<file path="src/rtl/mem_port_arbiter_pkg.sv">
// Shared constants for the memory port arbiter: FSM state codes, DMType
// access-size codes, parameter defaults and the timeout fill pattern.
package mem_port_arbiter_pkg;

  // FSM state encoding
  localparam logic [2:0] ST_IDLE   = 3'd0;
  localparam logic [2:0] ST_BUSY_I = 3'd1;
  localparam logic [2:0] ST_BUSY_D = 3'd2;
  localparam logic [2:0] ST_RESP_I = 3'd3;
  localparam logic [2:0] ST_RESP_D = 3'd4;

  // DMType access-size/sign codes
  localparam logic [2:0] DM_WORD  = 3'b000;
  localparam logic [2:0] DM_HALF  = 3'b001;
  localparam logic [2:0] DM_HALFU = 3'b010;
  localparam logic [2:0] DM_BYTE  = 3'b011;
  localparam logic [2:0] DM_BYTEU = 3'b100;

  localparam int STARVE_MAX_DEF = 4;
  localparam int TIMEOUT_DEF    = 15;

  // Read data returned with an error completion
  localparam logic [31:0] ERR_RDATA = 32'hDEADBEEF;

endpackage

</file>
<file path="src/rtl/mem_port_arbiter_timeout_ctr.sv">
// arb_timeout_ctr: loadable cycle counter for the BUSY timeout.
//   clk_i      clock
//   reset_i    synchronous active-high reset
//   load_i     restart the count at zero
//   en_i       count this cycle (one BUSY cycle)
//   expired_o  this enabled cycle is the LIMIT-th one
module arb_timeout_ctr #(
  parameter int LIMIT = 15,
  parameter int CW    = $clog2(LIMIT + 1)
) (
  input  logic clk_i,
  input  logic reset_i,
  input  logic load_i,
  input  logic en_i,
  output logic expired_o
);

  logic [CW-1:0] cnt_q, cnt_d;

  // cnt_q holds the number of BUSY cycles already completed, so the
  // current cycle is the LIMIT-th when cnt_q == LIMIT-1.
  assign expired_o = en_i && (cnt_q == CW'(LIMIT - 1));

  always_comb begin
    cnt_d = cnt_q;
    if (load_i)                              cnt_d = '0;
    else if (en_i && cnt_q != CW'(LIMIT))    cnt_d = cnt_q + 1'b1;
  end

  always_ff @(posedge clk_i) begin
    if (reset_i) cnt_q <= '0;
    else         cnt_q <= cnt_d;
  end

endmodule

</file>
<file path="src/rtl/mem_port_arbiter.sv">
// mem_port_arbiter: shares one single-ported memory between the fetch (if_*)
// and data (d_*) ports, one outstanding access at a time. Data has priority,
// a starvation counter forces a fetch grant after STARVE_MAX consecutive data
// grants, and an access with no mem_ack for TIMEOUT BUSY cycles completes
// with an error and rdata = 0xDEADBEEF. All outputs are registered.
//   clk_i/reset_i         clock, synchronous active-high reset
//   if_req_i/if_addr_i    fetch request in; if_rdata_o/if_ready_o/if_err_o out
//   d_req_i/d_we_i/d_addr_i/d_wdata_i/d_dmtype_i  data request in
//   d_rdata_o/d_ready_o/d_err_o                    data completion out
//   mem_req_o/mem_we_o/mem_addr_o/mem_wdata_o/mem_dmtype_o  memory request
//   mem_rdata_i/mem_ack_i  memory response
module mem_port_arbiter
  import mem_port_arbiter_pkg::*;
#(
  parameter int AW         = 32,
  parameter int DW         = 32,
  parameter int STARVE_MAX = STARVE_MAX_DEF,
  parameter int TIMEOUT    = TIMEOUT_DEF
) (
  input  logic          clk_i,
  input  logic          reset_i,
  input  logic          if_req_i,
  input  logic [AW-1:0] if_addr_i,
  output logic [DW-1:0] if_rdata_o,
  output logic          if_ready_o,
  output logic          if_err_o,
  input  logic          d_req_i,
  input  logic          d_we_i,
  input  logic [AW-1:0] d_addr_i,
  input  logic [DW-1:0] d_wdata_i,
  input  logic [2:0]    d_dmtype_i,
  output logic [DW-1:0] d_rdata_o,
  output logic          d_ready_o,
  output logic          d_err_o,
  output logic          mem_req_o,
  output logic          mem_we_o,
  output logic [AW-1:0] mem_addr_o,
  output logic [DW-1:0] mem_wdata_o,
  output logic [2:0]    mem_dmtype_o,
  input  logic [DW-1:0] mem_rdata_i,
  input  logic          mem_ack_i
);

  localparam int SW = (STARVE_MAX < 1) ? 1 : $clog2(STARVE_MAX + 1);

  logic [2:0]    state_q, state_d;
  logic [SW-1:0] starve_q, starve_d;
  logic          mreq_q, mreq_d, mwe_q, mwe_d;
  logic [AW-1:0] maddr_q, maddr_d;
  logic [DW-1:0] mwdata_q, mwdata_d;
  logic [2:0]    mdm_q, mdm_d;
  logic [DW-1:0] irdata_q, irdata_d, drdata_q, drdata_d;
  logic          irdy_q, irdy_d, ierr_q, ierr_d;
  logic          drdy_q, drdy_d, derr_q, derr_d;

  logic busy, expired, give_d;

  assign busy = (state_q == ST_BUSY_I) || (state_q == ST_BUSY_D);

  arb_timeout_ctr #(.LIMIT(TIMEOUT)) u_tmo (
    .clk_i     (clk_i),
    .reset_i   (reset_i),
    .load_i    (!busy),
    .en_i      (busy),
    .expired_o (expired)
  );

  // Data wins unless fetch is waiting and has been passed over STARVE_MAX times
  assign give_d = d_req_i && !(if_req_i && starve_q == SW'(STARVE_MAX));

  always_comb begin
    state_d  = state_q;
    starve_d = starve_q;
    mreq_d   = mreq_q;
    mwe_d    = mwe_q;
    maddr_d  = maddr_q;
    mwdata_d = mwdata_q;
    mdm_d    = mdm_q;
    irdata_d = irdata_q;
    drdata_d = drdata_q;
    irdy_d   = irdy_q;
    ierr_d   = ierr_q;
    drdy_d   = drdy_q;
    derr_d   = derr_q;
    case (state_q)
      ST_IDLE: begin
        if (give_d) begin
          mreq_d   = 1'b1;
          mwe_d    = d_we_i;
          maddr_d  = d_addr_i;
          mwdata_d = d_wdata_i;
          mdm_d    = d_dmtype_i;
          state_d  = ST_BUSY_D;
          if (!if_req_i)                          starve_d = '0;
          else if (starve_q != SW'(STARVE_MAX))   starve_d = starve_q + 1'b1;
        end else if (if_req_i) begin
          mreq_d   = 1'b1;
          mwe_d    = 1'b0;
          maddr_d  = if_addr_i;
          mdm_d    = DM_WORD;
          state_d  = ST_BUSY_I;
          starve_d = '0;
        end else begin
          starve_d = '0;
        end
      end
      ST_BUSY_I, ST_BUSY_D: begin
        // An ack on the expiry cycle still counts as a normal completion
        if (mem_ack_i || expired) begin
          mreq_d = 1'b0;
          if (state_q == ST_BUSY_I) begin
            state_d  = ST_RESP_I;
            irdy_d   = 1'b1;
            ierr_d   = !mem_ack_i;
            irdata_d = mem_ack_i ? mem_rdata_i : DW'(ERR_RDATA);
          end else begin
            state_d = ST_RESP_D;
            drdy_d  = 1'b1;
            derr_d  = !mem_ack_i;
            if (!mem_ack_i)   drdata_d = DW'(ERR_RDATA);
            else if (!mwe_q)  drdata_d = mem_rdata_i;
          end
        end
      end
      ST_RESP_I, ST_RESP_D: begin
        irdy_d  = 1'b0;
        ierr_d  = 1'b0;
        drdy_d  = 1'b0;
        derr_d  = 1'b0;
        state_d = ST_IDLE;
      end
      default: state_d = ST_IDLE;
    endcase
  end

  always_ff @(posedge clk_i) begin
    if (reset_i) begin
      state_q  <= ST_IDLE;
      starve_q <= '0;
      mreq_q   <= 1'b0;
      mwe_q    <= 1'b0;
      maddr_q  <= '0;
      mwdata_q <= '0;
      mdm_q    <= '0;
      irdata_q <= '0;
      drdata_q <= '0;
      irdy_q   <= 1'b0;
      ierr_q   <= 1'b0;
      drdy_q   <= 1'b0;
      derr_q   <= 1'b0;
    end else begin
      state_q  <= state_d;
      starve_q <= starve_d;
      mreq_q   <= mreq_d;
      mwe_q    <= mwe_d;
      maddr_q  <= maddr_d;
      mwdata_q <= mwdata_d;
      mdm_q    <= mdm_d;
      irdata_q <= irdata_d;
      drdata_q <= drdata_d;
      irdy_q   <= irdy_d;
      ierr_q   <= ierr_d;
      drdy_q   <= drdy_d;
      derr_q   <= derr_d;
    end
  end

  assign mem_req_o    = mreq_q;
  assign mem_we_o     = mwe_q;
  assign mem_addr_o   = maddr_q;
  assign mem_wdata_o  = mwdata_q;
  assign mem_dmtype_o = mdm_q;
  assign if_rdata_o   = irdata_q;
  assign if_ready_o   = irdy_q;
  assign if_err_o     = ierr_q;
  assign d_rdata_o    = drdata_q;
  assign d_ready_o    = drdy_q;
  assign d_err_o      = derr_q;

endmodule

</file>
<file path="config.mk">
export PLATFORM = sky130hd
export DESIGN_NAME = mem_port_arbiter
export DESIGN_NICKNAME = d
export VERILOG_FILES = /design/src/rtl/mem_port_arbiter_pkg.sv /design/src/rtl/mem_port_arbiter_timeout_ctr.sv /design/src/rtl/mem_port_arbiter.sv
export SDC_FILE = /design/constraint.sdc
export NUM_CORES = 1
export LEC_CHECK = 0
export BUFFER_PORTS_ARGS = -buffer_cell sky130_fd_sc_hd__buf_2
export CORE_AREA = 2 2 121 123
export CTS_BUF_LIST = sky130_fd_sc_hd__clkbuf_16
export CTS_CLUSTER_DIAMETER = 60
export DETAILED_ROUTE_END_ITERATION = 6
export DIE_AREA = 0 0 123 125
export GPL_ROUTABILITY_DRIVEN = 0
export GPL_TIMING_DRIVEN = 0
export PLACE_DENSITY = 0.76
export RECOVER_POWER = 50
export SYNTH_ARGS = -nofsm -noshare
export SYNTH_HDL_FRONTEND = slang
export SYNTH_SLANG_ARGS = --single-unit
</file>
<file path="constraint.sdc">
create_clock -name clk_i -period 2.05 [get_ports clk_i]
set_input_delay 0.41 -clock clk_i [delete_from_list [all_inputs] [get_ports clk_i]]
set_output_delay 0.41 -clock clk_i [all_outputs]
set_load 0.005 [all_outputs]
</file>
# After elaboration in Yosys (flattened, before gate mapping)
# Cells that the tools add are included.
[totals] register_bits=147 latchBits=0 ramBits=0 romBits=0 input_bits=137 out_inout_bits=137 elab_cells=89 mem_count=0
[op_classes] n_addsub=2 n_mul=0 div=0 order_cmp=0 n_eq_ne=14 shift=0 mux=33 bitwise_logic=2 reduce_logical=24
[op_table] cell="2-to-1 mux 32 bit" n=5
[op_table] cell="2-to-1 mux 3 bit" n=9
[op_table] cell="2-to-1 mux 1 bit" n=13
[op_table] cell="AND reduction 3 bit" n=4
[op_table] cell="case mux 1 bit (2 select lines)" n=5
[op_table] cell="!= test 2 bit (second input constant)" n=4
[op_table] cell="AND reduction 2 bit" n=4
[op_table] cell="== test 3 x 2 -> 1 bit (second input constant)" n=2
[op_table] cell="== test 3 bit (second input constant)" n=2
[op_table] cell="!= test 3 bit (second input constant)" n=2
[op_table] cell="case mux 3 bit (2 select lines)" n=1
[op_table] cell="nonzero test 2 bit" n=3
[op_table] cell="OR reduction 2 bit" n=3
[op_table] cell="adder 4 x 1 -> 4 bit (second input constant)" n=1
[op_table] cell="== test 4 bit (second input constant)" n=1
[op_table] cell="logical AND 1 bit" n=4
[op_table] cell="!= test 4 bit (second input constant)" n=1
[op_table] cell="AND reduction 4 bit" n=1
[op_table] cell="adder 3 x 1 -> 3 bit (second input constant)" n=1
[op_table] cell="== test 3 x 1 -> 1 bit (second input constant)" n=1
[op_table] cell="logical NOT 3 bit" n=1
[op_table] cell="!= test 3 x 2 -> 1 bit (second input constant)" n=1
[op_table] cell="logical NOT 1 bit" n=2
[op_table] cell="logical OR 1 bit" n=2
[op_table] cell="inverter 1 bit" n=2

# Logic depth before layout (Yosys ltp)
# Gate-level depths: netlist (run 1).
[logic_depth] word_depth=6 mapped_depth=7 mapped_depth_nobuf=5

# Modules after synthesis
# A second synthesis (run 1) with hierarchy kept.
[unflattened] hier_cells=680 hier_area_um2=5898.2
[by_module_without_submodules] module="mem_port_arbiter" n_inst=1 cells_each=658 area_per_inst_um2=5681.7 seq_area_each_um2=2862.7
[by_module_without_submodules] module="arb_timeout_ctr" n_inst=1 cells_each=22 area_per_inst_um2=216.5 seq_area_each_um2=80.1

# Least setup slack after synthesis (run 1)
# Ideal clock, no wire load.
[synth_path] kind="reg2reg" start="register state_q[2]" end="register drdata_q[10], in the netlist d_rdata_o[10]" setup_time_ps=119 arrival_time_ps=1597 required_time_ps=1931 slack_ps=334 stages_incl_launch_ff=8 path_buffers=4 period_less_slack_ps=1716 path_cell_list="dfxtp_1 > buf_6 > or3b_1 > buf_2 > or2_1 > buf_6 > buf_6 > o221a_1"
[synth_between] elab_chain_len=5 word_cells_on_any_way=8 cone_classes="eq/ne (2); bitwise (1); reduce/logical (5)"
[synth_lines] item="start: declaration" line="mem_port_arbiter.sv:46" text="logic [2:0] state_q, state_d;"
[synth_lines] item="start signal: assignment" line="mem_port_arbiter.sv:152" text="state_q <= state_d;"
[synth_lines] item="== test 3 x 1 -> 1 bit / == test 3 x 2 -> 1 bit (equally long branches)" line="mem_port_arbiter.sv:58, mem_port_arbiter.sv:85, mem_port_arbiter.sv:111"
[synth_lines] item="logical OR 1 bit" line="mem_port_arbiter.sv:58" text="assign busy = (state_q == ST_BUSY_I) || (state_q == ST_BUSY_D);"
[synth_lines] item="logical AND 1 bit" line="mem_port_arbiter_timeout_ctr.sv:22" text="assign expired_o = en_i && (cnt_q == CW'(LIMIT - 1));"
[synth_lines] item="logical OR 1 bit" line="mem_port_arbiter.sv:109" text="if (mem_ack_i || expired) begin"
[synth_lines] item="AND reduction 4 bit (no source line) *"
[synth_lines] item="end signal: assignment" line="mem_port_arbiter.sv:160" text="drdata_q <= drdata_d;"
[synth_lines] item="end: declaration" line="mem_port_arbiter.sv:52" text="logic [DW-1:0] irdata_q, irdata_d, drdata_q, drdata_d;"
# Mark *: on every way between the ends. The rest lies on a longest branch, timed or not.
# A chain may end at the register's enable or synchronous reset.

# Worst setup path in the final report (run 1)
[layout_path] start="register state_q[0]" end="register mwdata_q[29], in the netlist mem_wdata_o[29]"
[layout_between] elab_chain_len=2
[layout_lines] item="logical NOT 3 bit" line="mem_port_arbiter.sv:85" text="case (state_q)"
[layout_lines] item="AND reduction 2 bit (no source line)"
[layout_lines] item="end signal: assignment" line="mem_port_arbiter.sv:157" text="mwdata_q <= mwdata_d;"
[layout_lines] item="end: declaration" line="mem_port_arbiter.sv:50" text="logic [DW-1:0] mwdata_q, mwdata_d;"
# Every way passes these cells.

==> reports/qor.csv, run 1 <==
metric,value,unit
WP data arrival,2.20,ns
Final min period,1.924,ns
worst stage delay on the critical path,0.50,ns
Mapped Cells,722,
Worst Reg-to-Reg Cells,6,
Max VDD drop,0.0007874,V
antenna violations before repair,0,
Cell Rows,44,
post-synth net total,863,
Cell variety after synth,44,
"FF+latch count, synth",147,
grt ovf,0,
ys async rst share,0,
vias in the first global route,6462,
synth-to-layout area growth,33.31,%
largest family of logic cells by synthesized area,compound AO/OA/AOI/OAI gates,
total length of routed met3 wires,1.797,mm
multiplexer share of the synthesized area,0,
Leak,3.281,nW
# fillers,1326,
CP Depth,6,
cell repeated most along the worst path,buf_2,
dpl cells,1178,
worst hold path depth,3,
dpl hpwl,15.57,mm
clk slew on worst S/H paths,0.06,ns
DRT Pass-1 Iters,5,
Starting DRT DRC Count,541,
Final Non-Filler Cells,1213,
MaxCap Viol Count,0,
post-route ant nets,0,
CTS Buf Count,17,
clk root buf,clkbuf_16,
CP Capture Type,flop,
post-synthesis compound-gate area fraction,0.2837,
top layer in use,met4,
die area,0.01538,mm²
Multi-input gate area,0.002905,mm²
"delay-heaviest family, CP",buffers and inverters,
# DRC,0,
CTS tree,done,
slew margin rel.,0.4254,
final hold slack,0.2452,ns
crit path cell chain,"buf_2, or3_1, buf_2, buf_2, o31ai_1, a21oi_1",
# setup viols final,0,
adder-cell share of the synthesized area,0.008008,
final WL,21.61,mm
Die Y,125,µm
detailed-route via count,6984,
Port Buffers,272,
Critical Path Source Type,flop,
run status,finished clean,
Util after Layout,0.5866,
Ports,274,
Final TNS setup,0,ns
Required @ worst endpoint,2.32,ns
Final Max Slew Viols,0,
RSZ-0062 raised after global routing,false,
"EDFF count, synth",0,
critical path type,flop to flop,
Peak Freq,0.5199,GHz
Power Dens Cells,905.0,mW/mm²
first-pass GRT wire length,33.46,mm
worst hold path type,input pin to flop,
H-Tree Depth,4,
met2 wire length,10.22,mm
FF+latch area,0.002943,mm²
core area,0.01420,mm²
Slew @ Worst Pin,0.8580,ns
R2R Setup Slk,0.13,ns
synth warn,0,
Layout Skew,0.007797,ns
final net count,1156,
share of layout cells above drive strength 1,0.2354,
Final Hold Viols,0,
simple logic cell fraction of the synthesized area,0.1682,
initial core utilization,0.4400,
xor/xnor share of the synthesized area,0.002803,
worst-skew pair later-pin latency,0.42,ns
Critical path buffers and inverters,3,
# clock sinks,147,
drt wl/cell,17.82,µm
clock buffer depth,2,
largest net degree at the start of global routing,17,
Post-synth top flop,dfxtp_1,
post-synthesis sequential area ratio,0.4709,
"Cell Area, Synth",0.006250,mm²
DRT met1 WL,9.000,mm
Crit-path slowest cell,or3_1,
GRT Total Usage,0.2751,
crit path max fanout,10,
vias per cell,5.758,
Die X-Extent,123,µm
Mean Syn Cell Area,8.656,µm²
Final period util,0.9383,
-- placed cells by master, fill, tap and decap left out, drive strengths merged, types with 8 or more instances in the layout --
cell,count
o21ai,48
o31ai,34
o221a,24
inv,8
nor3,30
a21oi,109
dfxtp,147
o311ai,8
clkbuf,181
nand3,45
nand4,38
nor2b,10
nor2,32
buf,202
a311oi,32
nand2,28
-- cells by family after synthesis --
logic type | count (synthesis)
AO/OA/AOI/OAI | 269
AND/OR/NAND/NOR | 202
flip-flops | 147
buffers and inverters | 98
adder cells (fa/ha/maj) | 4
XOR/XNOR | 2
-- worst min-delay path, cell delays in order --
cell	delay (ns)
buf_2	0.09
nand4_1	0.05
a21oi_1	0.05
-- synth_stat cells (2+ instances only) --
library cell,number,share of area
dfxtp_1,147,0.47
a21oi_1,108,0.086
clkbuf_1,72,0.043
nand3_1,45,0.036
o21ai_0,44,0.035
nand4_1,38,0.038
o31ai_1,34,0.041
a311oi_1,32,0.045
nor2_1,32,0.019
nor3_1,30,0.024
nand2_1,28,0.017
o221a_1,24,0.043
buf_2,14,0.011
nor2b_1,10,0.010
a211oi_1,6,0.0072
o311ai_0,6,0.0084
inv_1,5,0.0030
buf_6,4,0.0072
ha_1,4,0.0080
o21ai_1,4,0.0032
or3_1,3,0.0030
a31o_2,2,0.0028
a31oi_1,2,0.0020
and3_1,2,0.0020
buf_1,2,0.0012
nand2b_1,2,0.0020
nor4bb_1,2,0.0032
o21a_1,2,0.0024
o311ai_1,2,0.0028
xnor2_1,2,0.0028
-- area by class of cell --
cell class,instances,share of cell area
Clock buffer,17,0.05106
Tap cell,184,0.02763
Timing Repair Buffer,275,0.1517
Sequential cell,147,0.3532
Inverter,6,0.002703
Antenna cell,1,0.0003003
Multi-Input combinational cell,477,0.3487
Buffer,91,0.04760
Clock inverter,15,0.01712
-- where the power goes --
group / internal, mW / switching, mW / total, mW
Clock: 1.78 / 1.23 / 3.01
Sequential: 3.10 / 0.132 / 3.23
Combinational: 0.523 / 0.778 / 1.30
Total: 5.40 / 2.14 / 7.54
-- routing by layer --
layer | vias up | GRT usage
met1 | 3309 | 0.3572
met4 | 0 | 0.09559
met5 | - | 0
met3 | 47 | 0.08120
met2 | 315 | 0.4348
li1 | 3313 | -
-- sequential cells by signal, indices dropped and copies added, names as in the netlist --
signal / count
d_rdata_o: 32
if_rdata_o: 32
mem_addr_o: 32
mem_wdata_o: 32
u_tmo.cnt_q: 4
mem_dmtype_o: 3
starve_q: 3
state_q: 3
d_err_o: 1
d_ready_o: 1
if_err_o: 1
if_ready_o: 1
mem_req_o: 1
mem_we_o: 1
-- final timing paths --
check / start / to
setup / recovery: state_q[0]$_SDFFE_PP0P_ / mem_wdata_o[29]$_SDFFE_PP0P_
hold / removal: d_wdata_i[18] / mem_wdata_o[18]$_SDFFE_PP0P_
setup reg to reg: state_q[0]$_SDFFE_PP0P_ / mem_wdata_o[29]$_SDFFE_PP0P_
hold reg to reg: mem_wdata_o[20]$_SDFFE_PP0P_ / mem_wdata_o[20]$_SDFFE_PP0P_
-- stage by stage --
stage / power (mW) / setup slack (ns) / area [µm²]
CTS: 7.587 / 0.03296 / 8422
global route: 7.867 / 0.002246 / 8329
floorplan: 3.989 / 0.3344 / 6250
global placement: 4.572 / -0.2419 / 7841
detailed placement: 4.591 / -0.3765 / 7841
finish: 7.541 / 0.1264 / 8332
-- what timing repair did --
| item | CTS | global route |
|---|---|---|
| hold endpoints to repair | 0 | 0 |
| gates resized for setup | 3 | 11 |
| hold buffers | 0 | 0 |
| endpoints found under the setup margin | 70 | 53 |
| buffers inserted | 0 | 3 |
| cloned | 0 | 0 |
No activity file was read; power rests on OpenSTA's default activity.
==> inputs of run 2 (changes only) <==
Settings changed: CORE_AREA 2 2 121 123 to 2 2 118 120, DIE_AREA 0 0 123 125 to 0 0 120 122, PLACE_DENSITY 0.76 to 0.79.
==> run 2 against run 1 <==
Effect of this change: worst setup slack improved by 0.011 ns; die area is 4.8% lower; sequential power hardly changed; via count rose by 2.0%; first-iteration DRC count is 8.9% higher; combinational power about the same; cell count fell by 0.49%; worst hold slack worse by 0.020 ns; utilization grew 3.0 points; maximum frequency grew 0.56%; non-clock buffer count down 1; final area did not move.
==> reports/qor.csv, run 2 (synthesis gave the netlist of run 1 again) <==
metric,value,unit,change
run status,finished clean,,unchanged
clock buffer depth,2,,unchanged
Max VDD drop,0.0006001,V,was 0.0007874 V
"commonest cells after routing, fill and taps aside","buf_2, clkbuf_1, dfxtp_1",,unchanged
Cell Rows,43,,was 44
Final Non-Filler Cells,1207,,was 1213
Die Y,122,µm,was 125 µm
Final TNS setup,0,ns,unchanged
worst hold path type,input pin to flop,,unchanged
Final min period,1.913,ns,was 1.924 ns
CP Capture Type,flop,,unchanged
die area,0.01464,mm²,was 0.01538 mm²
met1 usage,0.3608,,was 0.3572
dpl hpwl,15.65,mm,was 15.57 mm
first-pass GRT wire length,32.87,mm,was 33.46 mm
met2 GRT Util,0.4531,,was 0.4348
Die X-Extent,120,µm,was 123 µm
total power draw,7.540,mW,was 7.541 mW
initial core utilization,0.4628,,was 0.4400
Required @ worst endpoint,2.34,ns,was 2.32 ns
post-route ant nets,0,,unchanged
final WL,21.61,mm,about the same
dpl cells,1174,,was 1178
worst-skew pair later-pin latency,0.43,ns,was 0.42 ns
Port Buffers,272,,unchanged
RSZ-0062 raised after global routing,false,,unchanged
final net count,1155,,was 1156
Worst Reg-to-Reg Cells,6,,unchanged
met3 Usage GRT,0.07584,,was 0.08120
crit path capture,mem_wdata_o[28]$_SDFFE_PP0P_,,was mem_wdata_o[29]$_SDFFE_PP0P_
slew margin rel.,0.4797,,was 0.4254
GRT Total Usage,0.2820,,was 0.2751
Starting DRT DRC Count,589,,was 541
# setup viols final,0,,unchanged
synth-to-layout area growth,33.31,%,unchanged
core area,0.01350,mm²,was 0.01420 mm²
Final Hold Viols,0,,unchanged
Final Max Slew Viols,0,,unchanged
vias in the first global route,6484,,was 6462
Reg-to-Reg Start,state_q[0]$_SDFFE_PP0P_,,unchanged
crit path max fanout,10,,unchanged
drt wl/cell,17.91,µm,was 17.82 µm
FF-to-FF End,mem_wdata_o[28]$_SDFFE_PP0P_,,was mem_wdata_o[29]$_SDFFE_PP0P_
MaxCap Viol Count,0,,unchanged
grt ovf,0,,unchanged
R2R Setup Slk,0.14,ns,was 0.13 ns
critical path type,flop to flop,,unchanged
"most common cell after layout, fill and taps aside",buf_2,,unchanged
clk slew on worst S/H paths,0.07,ns,was 0.06 ns
CTS Hold Bufs,0,,unchanged
WP data arrival,2.21,ns,was 2.20 ns
antenna violations before repair,0,,unchanged
share of layout cells above drive strength 1,0.2376,,was 0.2354
Ports,274,,unchanged
# clock sinks,147,,unchanged
Critical Path Source Type,flop,,unchanged
clk root buf,clkbuf_16,,unchanged
detailed-route via count,7121,,was 6984
worst hold path depth,3,,unchanged
global route hottest layer,met2,,unchanged
largest net degree at the start of global routing,17,,unchanged
CTS tree,done,,unchanged
Slew @ Worst Pin,0.7769,ns,was 0.8580 ns
DRT Pass-1 Iters,5,,unchanged
Peak Freq,0.5228,GHz,was 0.5199 GHz
# DRC,0,,unchanged
Leak,3.300,nW,was 3.281 nW
vias per cell,5.900,,was 5.758
Final period util,0.9331,,was 0.9383
diode count,0,,was 1
Power Dens Cells,904.9,mW/mm²,was 905.0 mW/mm²
CTS Buf Count,17,,unchanged
H-Tree Depth,4,,unchanged
Layout Skew,0.008942,ns,was 0.007797 ns
worst setup path startpoint,state_q[0]$_SDFFE_PP0P_,,unchanged
[run 2: changes by cell type in the layout (fill, tap and decap cells not counted), sizes merged]
cell / previous run / this run
clkinv: 6 / 7
diode: 1 / 0
buf: 202 / 201
clkinvlp: 5 / 4
[run 2: worst min path at each step]
stage / from / to / slack, ns
floorplan: starve_q[1]$_SDFFE_PP0P_ / starve_q[1]$_SDFFE_PP0P_ / 0.45
global placement: mem_wdata_o[30]$_SDFFE_PP0P_ / mem_wdata_o[30]$_SDFFE_PP0P_ / 0.45
detailed placement: mem_wdata_o[18]$_SDFFE_PP0P_ / mem_wdata_o[18]$_SDFFE_PP0P_ / 0.46
CTS: d_wdata_i[25] / mem_wdata_o[25]$_SDFFE_PP0P_ / 0.22
global route: d_wdata_i[0] / mem_wdata_o[0]$_SDFFE_PP0P_ / 0.24
finish: d_wdata_i[22] / mem_wdata_o[22]$_SDFFE_PP0P_ / 0.22
[run 2: layer usage]
metal,vias up,routed length (µm)
met5,-,0
met2,374,10220
li1,3310,-
met1,3377,8989
met3,60,1751
met4,0,657
[run 2: worst max-delay path: stages (launching register included)]
cell      delay, ns
dfxtp_1        0.31
buf_2          0.18
or3_1          0.50
clkbuf_4       0.25
buf_2          0.21
o31ai_1        0.22
a21oi_1        0.11
[run 2: layout make-up]
cell class | instances | area (µm²)
plain buffers | 91 | 399.1
clock buffers | 17 | 425.4
clock inverters | 15 | 142.6
fillers | 1274 | 5172
inverters | 6 | 22.52
multi-input cells | 477 | 2913
flip-flops and latches | 147 | 2943
well taps | 180 | 225.2
repair buffers | 274 | 1261
[run 2: report_power, final]
| group | switching [mW] | internal [mW] | total, mW |
|---|---|---|---|
| combinational | 0.778 | 0.522 | 1.30 |
| sequential | 0.133 | 3.10 | 3.23 |
| clock | 1.23 | 1.77 | 3.01 |
[run 2: what timing repair did]
action / in CTS / in global routing
setup buffers: 0 / 2
gates resized for setup: 2 / 14
setup endpoints to repair: 70 / 61
[run 2: per-stage QoR]
| step | hold slack, ns | utilization | instance area [µm²] | setup WS, ns |
|---|---|---|---|---|
| floorplan | 0.4530 | - | 6250 | 0.3344 |
| global placement | 0.4511 | 0.5803 | 7836 | -0.1755 |
| detailed placement | 0.4568 | 0.5803 | 7836 | -0.2846 |
| CTS | 0.2194 | 0.6228 | 8411 | 0.005749 |
| global route | 0.2367 | 0.6170 | 8332 | 0.0009246 |
| finish | 0.2250 | 0.6170 | 8332 | 0.1372 |
==> inputs of run 3 (changes only) <==
Settings changed: MAX_ROUTING_LAYER from default to met4, PLACE_DENSITY 0.79 to default, PLACE_DENSITY_LB_ADDON from default to 0.08.
==> run 3 against run 2 <==
Effect of this change: non-clock buffer count up 1; clock skew down 0.0029 ns; sequential power about the same; critical endpoint is now mem_wdata_o[30]$_SDFFE_PP0P_.
==> reports/qor.csv, run 3 (synthesis gave the netlist of run 1 again) <==
metric,value,unit,change
dpl hpwl,14.89,mm,was 15.65 mm
crit path cell chain,"buf_2, or3_1, clkbuf_1, buf_2, buf_2, o31ai_1, a21oi_1",,"was buf_2, or3_1, clkbuf_4, buf_2, o31ai_1, a21oi_1"
cell repeated most along the worst path,buf_2,,unchanged
Port Buffers,272,,unchanged
DRT Pass-1 Iters,5,,unchanged
Required @ worst endpoint,2.32,ns,was 2.34 ns
initial core utilization,0.4628,,unchanged
final net count,1156,,was 1155
Cell Rows,43,,unchanged
Slew @ Worst Pin,0.6013,ns,was 0.7769 ns
grt ovf,0,,unchanged
Peak Freq,0.5168,GHz,was 0.5228 GHz
clock buffer depth,2,,unchanged
Final Non-Filler Cells,1206,,was 1207
vias in the first global route,6269,,was 6484
RSZ-0062 raised after global routing,true,,was false
crit path max fanout,10,,unchanged
run status,finished clean,,unchanged
"most common cell after layout, fill and taps aside",buf_2,,unchanged
share of layout cells above drive strength 1,0.2544,,was 0.2376
DP Area,0.007836,mm²,unchanged
slew margin rel.,0.5991,,was 0.4797
CP Capture Type,flop,,unchanged
dpl cells,1174,,unchanged
Die Y,122,µm,unchanged
drt wl/cell,17.06,µm,was 17.91 µm
Die X-Extent,120,µm,unchanged
CTS tree,done,,unchanged
# DRC,0,,unchanged
diode count,0,,unchanged
worst stage delay on the critical path,0.38,ns,was 0.50 ns
final WL,20.58,mm,was 21.61 mm
first-pass GRT wire length,31.87,mm,was 32.87 mm
Starting DRT DRC Count,499,,was 589
core area,0.01350,mm²,unchanged
Critical path buffers and inverters,4,,was 3
# clock sinks,147,,unchanged
final hold slack,0.2414,ns,was 0.2250 ns
"delay-heaviest family, CP",buffers and inverters,,unchanged
antenna violations before repair,0,,unchanged
Util after Layout,0.6176,,was 0.6170
WP data arrival,2.21,ns,about the same
synth-to-layout area growth,33.45,%,was 33.31%
Final period util,0.9439,,was 0.9331
CTS Buf Count,17,,unchanged
vias per cell,5.693,,was 5.900
Final min period,1.935,ns,was 1.913 ns
Critical Path Source Type,flop,,unchanged
Final Max Slew Viols,0,,unchanged
die area,0.01464,mm²,unchanged
worst hold path type,input pin to flop,,unchanged
clk root buf,clkbuf_16,,unchanged
# setup viols final,0,,unchanged
Ports,274,,unchanged
MaxCap Viol Count,0,,unchanged
Final Hold Viols,0,,unchanged
post-route ant nets,0,,unchanged
detailed-route via count,6866,,was 7121
"commonest cells after routing, fill and taps aside","buf_2, dfxtp_1, clkbuf_1",,"was buf_2, clkbuf_1, dfxtp_1"
Layout Skew,0.006085,ns,was 0.008942 ns
GRT Total Usage,0.2814,,was 0.2820
Crit-path slowest cell,or3_1,,unchanged
Leak,3.381,nW,was 3.300 nW
largest net degree at the start of global routing,17,,unchanged
Max VDD drop,0.0005085,V,was 0.0006001 V
Power Dens Cells,896.1,mW/mm²,was 904.9 mW/mm²
clk slew on worst S/H paths,0.06,ns,was 0.07 ns
critical path type,flop to flop,,unchanged
Final Cell Area,0.008341,mm²,was 0.008332 mm²
worst-skew pair later-pin latency,0.42,ns,was 0.43 ns
H-Tree Depth,4,,unchanged
[run 3: cell count changes in the layout (fill, tap and decap cells not counted), sizes merged]
cell	before	now
clkinv	7	5
buf	201	224
inv	8	9
clkbuf	181	159
clkinvlp	4	3
[run 3: final timing paths]
| check | start | depth (start not counted) | to | slack, ns |
|---|---|---|---|---|
| setup reg to reg | state_q[0]$_SDFFE_PP0P_ | 7 | mem_wdata_o[30]$_SDFFE_PP0P_ | 0.12 |
| hold / removal | mem_rdata_i[20] | 3 | if_rdata_o[20]$_SDFFE_PP0P_ | 0.24 |
| hold reg to reg | mem_wdata_o[16]$_SDFFE_PP0P_ | 2 | mem_wdata_o[16]$_SDFFE_PP0P_ | 0.47 |
| setup / recovery | state_q[0]$_SDFFE_PP0P_ | 7 | mem_wdata_o[30]$_SDFFE_PP0P_ | 0.12 |
[run 3: power breakdown]
group	internal (mW)	switching (mW)	total, mW
Sequential	3.10	0.130	3.23
Clock	1.75	1.21	2.96
Combinational	0.531	0.750	1.28
Total	5.39	2.09	7.47
[run 3: layout make-up]
type | instances | area (µm²)
Inverter | 6 | 22.52
Sequential cell | 147 | 2943
Fill cell | 1298 | 5164
Tap cell | 180 | 225.2
Multi-Input combinational cell | 477 | 2917
Timing Repair Buffer | 274 | 1289
Buffer | 92 | 397.9
Clock buffer | 17 | 425.4
Clock inverter | 13 | 121.4
[run 3: what timing repair did]
action / in CTS / in global routing
pin swaps: 0 / 0
resized for setup: 2 / 10
setup endpoints to repair: 80 / 51
endpoints found under the hold margin: 0 / 0
hold buffers: 0 / 0
buffers inserted: 0 / 2
[run 3: worst register-to-register path, stage by stage, from the launching register on]
cell      delay, ns
dfxtp_1        0.30
buf_2          0.18
or3_1          0.38
clkbuf_1       0.19
buf_2          0.23
buf_2          0.20
o31ai_1        0.22
a21oi_1        0.09
[run 3: per-stage QoR]
stage	setup slack (ns)	total power, mW	setup TNS, ns
global placement	-0.2495	4.574	-7.575
global route	-0.03405	7.788	-0.06758
floorplan	0.3344	3.989	0
CTS	0.01672	7.504	0
detailed placement	-0.2260	4.580	-8.665
finish	0.1150	7.474	0
[run 3: layer usage]
layer | vias to the layer above | routed length, µm | track usage
met2 | 278 | 9808 | 0.4482
met5 | - | 0 | -
met4 | 0 | 359 | 0.07794
met1 | 3239 | 8965 | 0.3574
li1 | 3320 | - | -
met3 | 29 | 1444 | 0.06976
